$ cat config.mk
export PLATFORM = sky130hd
export DESIGN_NAME = vga_timing_driver
export DESIGN_NICKNAME = d
export VERILOG_FILES = /design/src/rtl/vga_timing_driver.sv
export SDC_FILE = /design/constraint.sdc
export NUM_CORES = 1
export LEC_CHECK = 0
export CORE_MARGIN = 3
export CORE_UTILIZATION = 45
export DETAILED_ROUTE_END_ITERATION = 8
export PLACE_DENSITY_LB_ADDON = 0.12
export SLEW_MARGIN = 0
export SYNTH_ARGS = -nofsm -noshare
export SYNTH_HDL_FRONTEND = slang
export SYNTH_SLANG_ARGS = --single-unit
$ cat constraint.sdc
create_clock -name clk -period 3.6 [get_ports clk]
set_input_delay 0.54 -clock clk [delete_from_list [all_inputs] [get_ports clk]]
set_output_delay 0.54 -clock clk [all_outputs]
set_load 0.1 [all_outputs]
$ cat src/rtl/vga_timing_driver.sv
// 640x480@60 VGA timing: pixel-tick divider, h/v counters, sync/valid alignment to scene read latency.
// Optional TEST_PATTERN_EN macro replaces pixel_data_in with five vertical colour bars.
module vga_timing_driver #(
    parameter int H_VISIBLE = 640,
    parameter int H_FP      = 16,
    parameter int H_SYNC    = 96,
    parameter int H_BP      = 48,
    parameter int V_VISIBLE = 480,
    parameter int V_FP      = 10,
    parameter int V_SYNC    = 2,
    parameter int V_BP      = 33,
    parameter int CLK_DIV   = 4,
    parameter int PIPE_LAT  = 1
) (
    input  logic        clk,
    input  logic        rst_n,
    input  logic [11:0] pixel_data_in,
    output logic [9:0]  h_cnt,
    output logic [9:0]  v_cnt,
    output logic        valid,
    output logic        pix_tick,
    output logic        frame_start,
    output logic        hsync,
    output logic        vsync,
    output logic [3:0]  vga_r,
    output logic [3:0]  vga_g,
    output logic [3:0]  vga_b
);

    localparam int H_TOTAL = H_VISIBLE + H_FP + H_SYNC + H_BP;
    localparam int V_TOTAL = V_VISIBLE + V_FP + V_SYNC + V_BP;
    localparam int DIV_W   = $clog2(CLK_DIV);

    typedef struct packed {
        logic       vld;
        logic       hs;
        logic       vs;
`ifdef TEST_PATTERN_EN
        logic [9:0] h;
`endif
    } pipe_t;

    logic [DIV_W-1:0] div_q, div_d;
    logic [9:0]       h_q, h_d, v_q, v_d;
    logic             fs_q, fs_d;
    logic             hs_q, vs_q;
    logic [11:0]      rgb_q, colour;
    pipe_t            raw, del;

    always_comb begin
        div_d = (div_q == DIV_W'(CLK_DIV - 1)) ? '0 : div_q + 1'b1;
        h_d   = h_q + 10'd1;
        v_d   = v_q;
        fs_d  = 1'b0;
        if (h_q == 10'(H_TOTAL - 1)) begin
            h_d = '0;
            v_d = (v_q == 10'(V_TOTAL - 1)) ? 10'd0 : v_q + 10'd1;
            fs_d = pix_tick && (v_q == 10'(V_TOTAL - 1));
        end
    end

    always_comb begin
        raw.vld = ({1'b0, h_q} < 11'(H_VISIBLE)) && ({1'b0, v_q} < 11'(V_VISIBLE));
        raw.hs  = !(({1'b0, h_q} >= 11'(H_VISIBLE + H_FP)) &&
                    ({1'b0, h_q} <  11'(H_VISIBLE + H_FP + H_SYNC)));
        raw.vs  = !(({1'b0, v_q} >= 11'(V_VISIBLE + V_FP)) &&
                    ({1'b0, v_q} <  11'(V_VISIBLE + V_FP + V_SYNC)));
`ifdef TEST_PATTERN_EN
        raw.h   = h_q;
`endif
    end

    // Blank-with-syncs-inactive is the reset content of every alignment stage.
    generate
        if (PIPE_LAT == 0) begin : g_nopipe
            assign del = raw;
        end else begin : g_pipe
            pipe_t stage_q [PIPE_LAT];
            always_ff @(posedge clk or negedge rst_n) begin
                if (!rst_n) begin
                    for (int i = 0; i < PIPE_LAT; i++) begin
                        stage_q[i]     <= '0;
                        stage_q[i].hs  <= 1'b1;
                        stage_q[i].vs  <= 1'b1;
                    end
                end else if (pix_tick) begin
                    stage_q[0] <= raw;
                    for (int i = 1; i < PIPE_LAT; i++) begin
                        stage_q[i] <= stage_q[i-1];
                    end
                end
            end
            assign del = stage_q[PIPE_LAT-1];
        end
    endgenerate

`ifdef TEST_PATTERN_EN
    always_comb begin
        colour = 12'h000;
        case (del.h[9:7])
            3'd0:    colour = 12'hfff;
            3'd1:    colour = 12'hff0;
            3'd2:    colour = 12'h0ff;
            3'd3:    colour = 12'h0f0;
            3'd4:    colour = 12'hf0f;
            default: colour = 12'h000;
        endcase
    end
`else
    assign colour = pixel_data_in;
`endif

    always_ff @(posedge clk or negedge rst_n) begin
        if (!rst_n) begin
            div_q <= '0;
            h_q   <= '0;
            v_q   <= '0;
            fs_q  <= 1'b0;
            hs_q  <= 1'b1;
            vs_q  <= 1'b1;
            rgb_q <= '0;
        end else begin
            div_q <= div_d;
            fs_q  <= fs_d;
            if (pix_tick) begin
                h_q   <= h_d;
                v_q   <= v_d;
                hs_q  <= del.hs;
                vs_q  <= del.vs;
                rgb_q <= del.vld ? colour : 12'h000;
            end
        end
    end

    assign pix_tick    = (div_q == DIV_W'(CLK_DIV - 1));
    assign h_cnt       = h_q;
    assign v_cnt       = v_q;
    assign valid       = raw.vld;
    assign frame_start = fs_q;
    assign hsync       = hs_q;
    assign vsync       = vs_q;
    assign vga_r       = rgb_q[11:8];
    assign vga_g       = rgb_q[7:4];
    assign vga_b       = rgb_q[3:0];

endmodule

Yosys cells after proc, flatten, opt, wreduce, memory -nomap -nowiden
Cells that the tools add are included.
{ "word_totals": {"output_inout_bits": 37, "in_bits": 14, "ff_bits": 40, "wordCells": 34} }
{ "classes": {"muxes": 5, "order_cmp": 6, "n_addsub": 3, "n_reduce_logical": 7, "n_eq_ne": 3} }
{ "ops": {"columns": ["cell", "n"], "rows": [
  ["10-bit by 1-bit adder with 10-bit output (second input constant)", 2],
  ["10-bit == test (second input constant)", 2],
  ["10-bit < comparator (second input constant)", 2],
  ["10-bit by 9-bit < comparator with 1-bit output (second input constant)", 2],
  ["10-bit 2-to-1 mux", 2],
  ["12-bit 2-to-1 mux", 1],
  ["10-bit >= comparator (second input constant)", 1],
  ["10-bit by 9-bit >= comparator with 1-bit output (second input constant)", 1],
  ["1-bit logical AND", 4],
  ["2-bit by 1-bit adder with 2-bit output (second input constant)", 1],
  ["2-bit == test (second input constant)", 1],
  ["1-bit zero test", 2],
  ["2-bit 2-to-1 mux", 1],
  ["2-bit AND reduction", 1],
  ["1-bit 2-to-1 mux", 1]
]} }

Logic depth before layout (Yosys ltp)
{ "depth": {"ltp_word": 3, "depth_mapped": 7, "ltp_nobuf": 6} }

Least setup slack after synthesis
OpenSTA, ideal clock, no wires.
{ "synth_path": {"path_kind": "register to output", "start": "register v_q[5], in the netlist v_cnt[5]", "end": "output valid", "required_ps": 3060, "path_buffers": 0, "stages_incl_launch_ff": 4, "setup_slack_ps": 631, "t_arrival_ps": 2429, "cell_sequence": "dfrtp_1 nand4_1 nand2_1 nor2_1"} }
{ "synth_via": {"elab_chain_cells": 2} }
{ "synth_lines": {"columns": ["element", "line_no", "source"], "rows": [
  ["start: declaration", "44", "logic [9:0] h_q, h_d, v_q, v_d;"],
  ["start signal: assignment", "127", "v_q <= v_d;"],
  ["10-bit by 9-bit < comparator with 1-bit output", "63", "raw.vld = ({1'b0, h_q} < 11'(H_VISIBLE)) && ({1'b0, v_q} < 11'(V_VISIBLE));"],
  ["1-bit logical AND", "63", null],
  ["end: declaration", "20", "output logic valid,"]
]} }
Every way passes these cells.

Worst setup path in the final report
{ "layout_path": {"start": "register h_q[4], in the netlist h_cnt[4]", "end": "output h_cnt[4]"} }
{ "layout_rtl": {"columns": ["element", "line_no", "source"], "rows": [
  ["start: declaration", "44", null],
  ["start signal: assignment", "116", "h_q <= '0;"],
  ["start signal: assignment", "126", "h_q <= h_d;"],
  ["end: declaration", "18", "output logic [9:0] h_cnt,"]
]} }
No word-level cell between the ends.

==> run metrics <==
Finished Cell Area 0.00253 mm²; Placer Congestion around 0.8; CTS clock-pin slew for the worst setup and hold paths 0.08 ns; Yosys reg bits 40; Setup Skew 0.00175 ns; row cnt 22; sw frac approximately a quarter; Post-DP HPWL 2830 µm; Post-synth EDFFs 0; Max Cap Viol 0; Reg area 0.00101 mm²; Die Area around 0.0050 mm²; Buffers & Inverters on Critical Path 1; Pint 0.690 mW; CP arrival between 1.5 and 2 ns; routed vias/inst 5.39; Die Y ~71 µm; Worst Hold Class in2async; total number of yosys warnings 0; period utilisation layout between 60 and 70%; fin cells 291; Syn Nets approximately 210; layout cells sized above 1 about a tenth; Die X approximately 70 µm; Final Core Density 65.6%; Peak Freq 0.401 GHz; vias in the first global route 1,450; min cycle time layout 2.49 ns; required time of the critical path 3.06 ns; crit end category output port; DRC 0; detailed router's first-iteration violation count 147; max-slew violations 0; I/O pin cnt 51; compound-cell area share of the yosys netlist 9.99%; leakage power around 1.1 nW; largest net degree at the start of global routing 41; P&R area growth vs syn 33.7%; Clock Sinks 40; area of the multi-input gates 782 µm²; Port Buffers 50; nets@finish about 260; GR Util All Layers about 17%; top cell type by total area after synthesis dfrtp_1; worst slack at placement 1.42 ns; WL/cell ~14 µm; initial antenna violation count 0; Clock power frac approximately two fifths; CTS resizes 0; Synth cell types 38; Main synth FF type dfrtp_1; Worst-Margin Slew 0.981 ns; Crit path largest cell delay roughly 1.2 ns; sequential share of power 49.8%; Num CTS Buffers 5; placed instance area approximately 0.0024 mm²; Fin Setup TNS 0 ns; fraction of post-synthesis cell area in the top cell type by area 47.6%; cell with the most instances after synthesis dfrtp_1; Setup Buffers After CTS 0; hold buffers post-CTS 0; Max FO, Critical Path 8; Adder-Cell Fraction of Synth Area 3.31%; first-pass GRT wire length 6820 µm; post-synthesis mux area share 2.31%; Crit path max-delay family buffers and inverters; Worst setup SP type register; Max IR drop VDD 0.259 mV; Worst slew margin 34.4%; clk root buf clkbuf_8; CTS tree built; Avg Cell Area, Syn between 9 and 10 µm²; post-synthesis sequential area ratio ~53%; core area 0.00385 mm²; Via Count 1,568; asr flop ratio synth 100%; Comb power frac around 10%; Total Routed Length 3940 µm; Synth Area in XOR/XNOR 3.70%; Starting Density 49.1%; RSZ-0062 raised after global routing no; # diodes 0; # setup viols final 0; Final Hold Fails 0; Syn Inst Count 192; combinational family with the most area after synthesis simple AND/OR/NAND/NOR gates; maximum root-to-sink buffer count 2; Synth Cell Area 0.00189 mm²; Commonest cells post-synth dfrtp_1 (36), o21ai_0 (22), nand3_1 (17), inv_1 (16), nand2_1 (14); ranking of synthesized cells by area dfrtp_1 (48%), o21ai_0 (5.8%), dfstp_2 (5.6%); Final WS setup 1.11 ns; Filler cells 337; Slowest cell on crit path clkdlybuf4s50_1; H-tree depth 2; Clk Latency, worst-skew pair 0.29 ns; pwr dens about 360 mW/mm²; CP Class reg2out; placed insts 283; Cell Chain, Critical Path clkdlybuf4s50_1; GRT Residual Overflow 0; simple-gate share of the synthesized area 22.0%; antenna viol nets, final 0; drt pass-1 iters 4; status finished, final reports clean; P_sw 0.233 mW
-- stage by stage --
stage               hold slack, ns  total power [mW]
floorplan                    0.244             0.524
global placement             0.416             0.561
detailed placement           0.422             0.562
CTS                          0.373             0.937
global route                 0.406             0.959
finish                       0.342             0.922
-- layout by cell type (no fill, tap or decap), types with 4 or more instances in the layout --
| master | n |
|---|---|
| clkdlybuf4s50_1 | 47 |
| dfrtp_1 | 36 |
| o21ai_0 | 22 |
| nand3_1 | 17 |
| inv_1 | 16 |
| nand2_1 | 14 |
| nor2_1 | 13 |
| nand4_1 | 5 |
| xnor2_1 | 5 |
| nor3_1 | 5 |
| a22o_1 | 5 |
| ha_1 | 5 |
| clkbuf_8 | 5 |
| nor2b_1 | 4 |
| dfstp_2 | 4 |
| buf_4 | 4 |
-- sequential cells by signal, indices dropped and copies added, names as in the netlist --
register,count
rgb_q,12
h_cnt,10
v_cnt,10
del,3
div_q,2
frame_start,1
hsync,1
vsync,1
-- kinds of logic (layout without fill, tap and decap cells) --
family,count (synthesis),count (layout)
DFF,40,40
xor gates and xnor gates,8,8
buffers and inverters,25,76
AOI/OAI and AO/OA,32,32
muxes,4,4
and+or+nand+nor,78,78
adders and majority gates,5,5
-- path summary, 6_finish.rpt --
check / from / to / slack, ns / depth (start not counted)
worst max-delay path: h_cnt[4] / h_cnt[4] / 1.11 / 1
max in group asynchronous: rst_n / rgb_q[1] / 2.74 / 1
worst min-delay path: rst_n / v_cnt[4] / 0.34 / 1
min in group clk: div_q[0] / div_q[0] / 0.43 / 1
worst min register to register: div_q[0] / div_q[0] / 0.43 / 1
worst max register to register: div_q[0] / v_cnt[8] / 1.55 / 5
-- metal layers --
layer	up-vias	GRT usage [%]	part of all wire [%]	wire (µm)
li1	757	-	-	-
met1	756	22.9	44	1710
met2	45	26.3	49	1920
met3	10	4.40	5.7	225
met4	0	6.89	2.1	81
met5	-	0	0	0
-- power groups by stage --
| stage | clock network (mW) | logic (mW) | registers (mW) |
|---|---|---|---|
| after floorplan | 0 | 0.00461 | 0.519 |
| after global placement | 0 | 0.0933 | 0.468 |
| after detailed placement | 0 | 0.0938 | 0.468 |
| after CTS | 0.384 | 0.0940 | 0.459 |
| after global routing | 0.401 | 0.0975 | 0.460 |
| final | 0.370 | 0.0925 | 0.459 |
-- cell type report --
type	count	share of cell area, %
clock buffer	5	2.72
tap	48	2.38
clock inverter	3	1.83
inverter	16	2.38
multi-input combinational	127	30.9
sequential	40	39.8
timing repair buffer	52	20.0
Power figures use the tool's default switching activity.
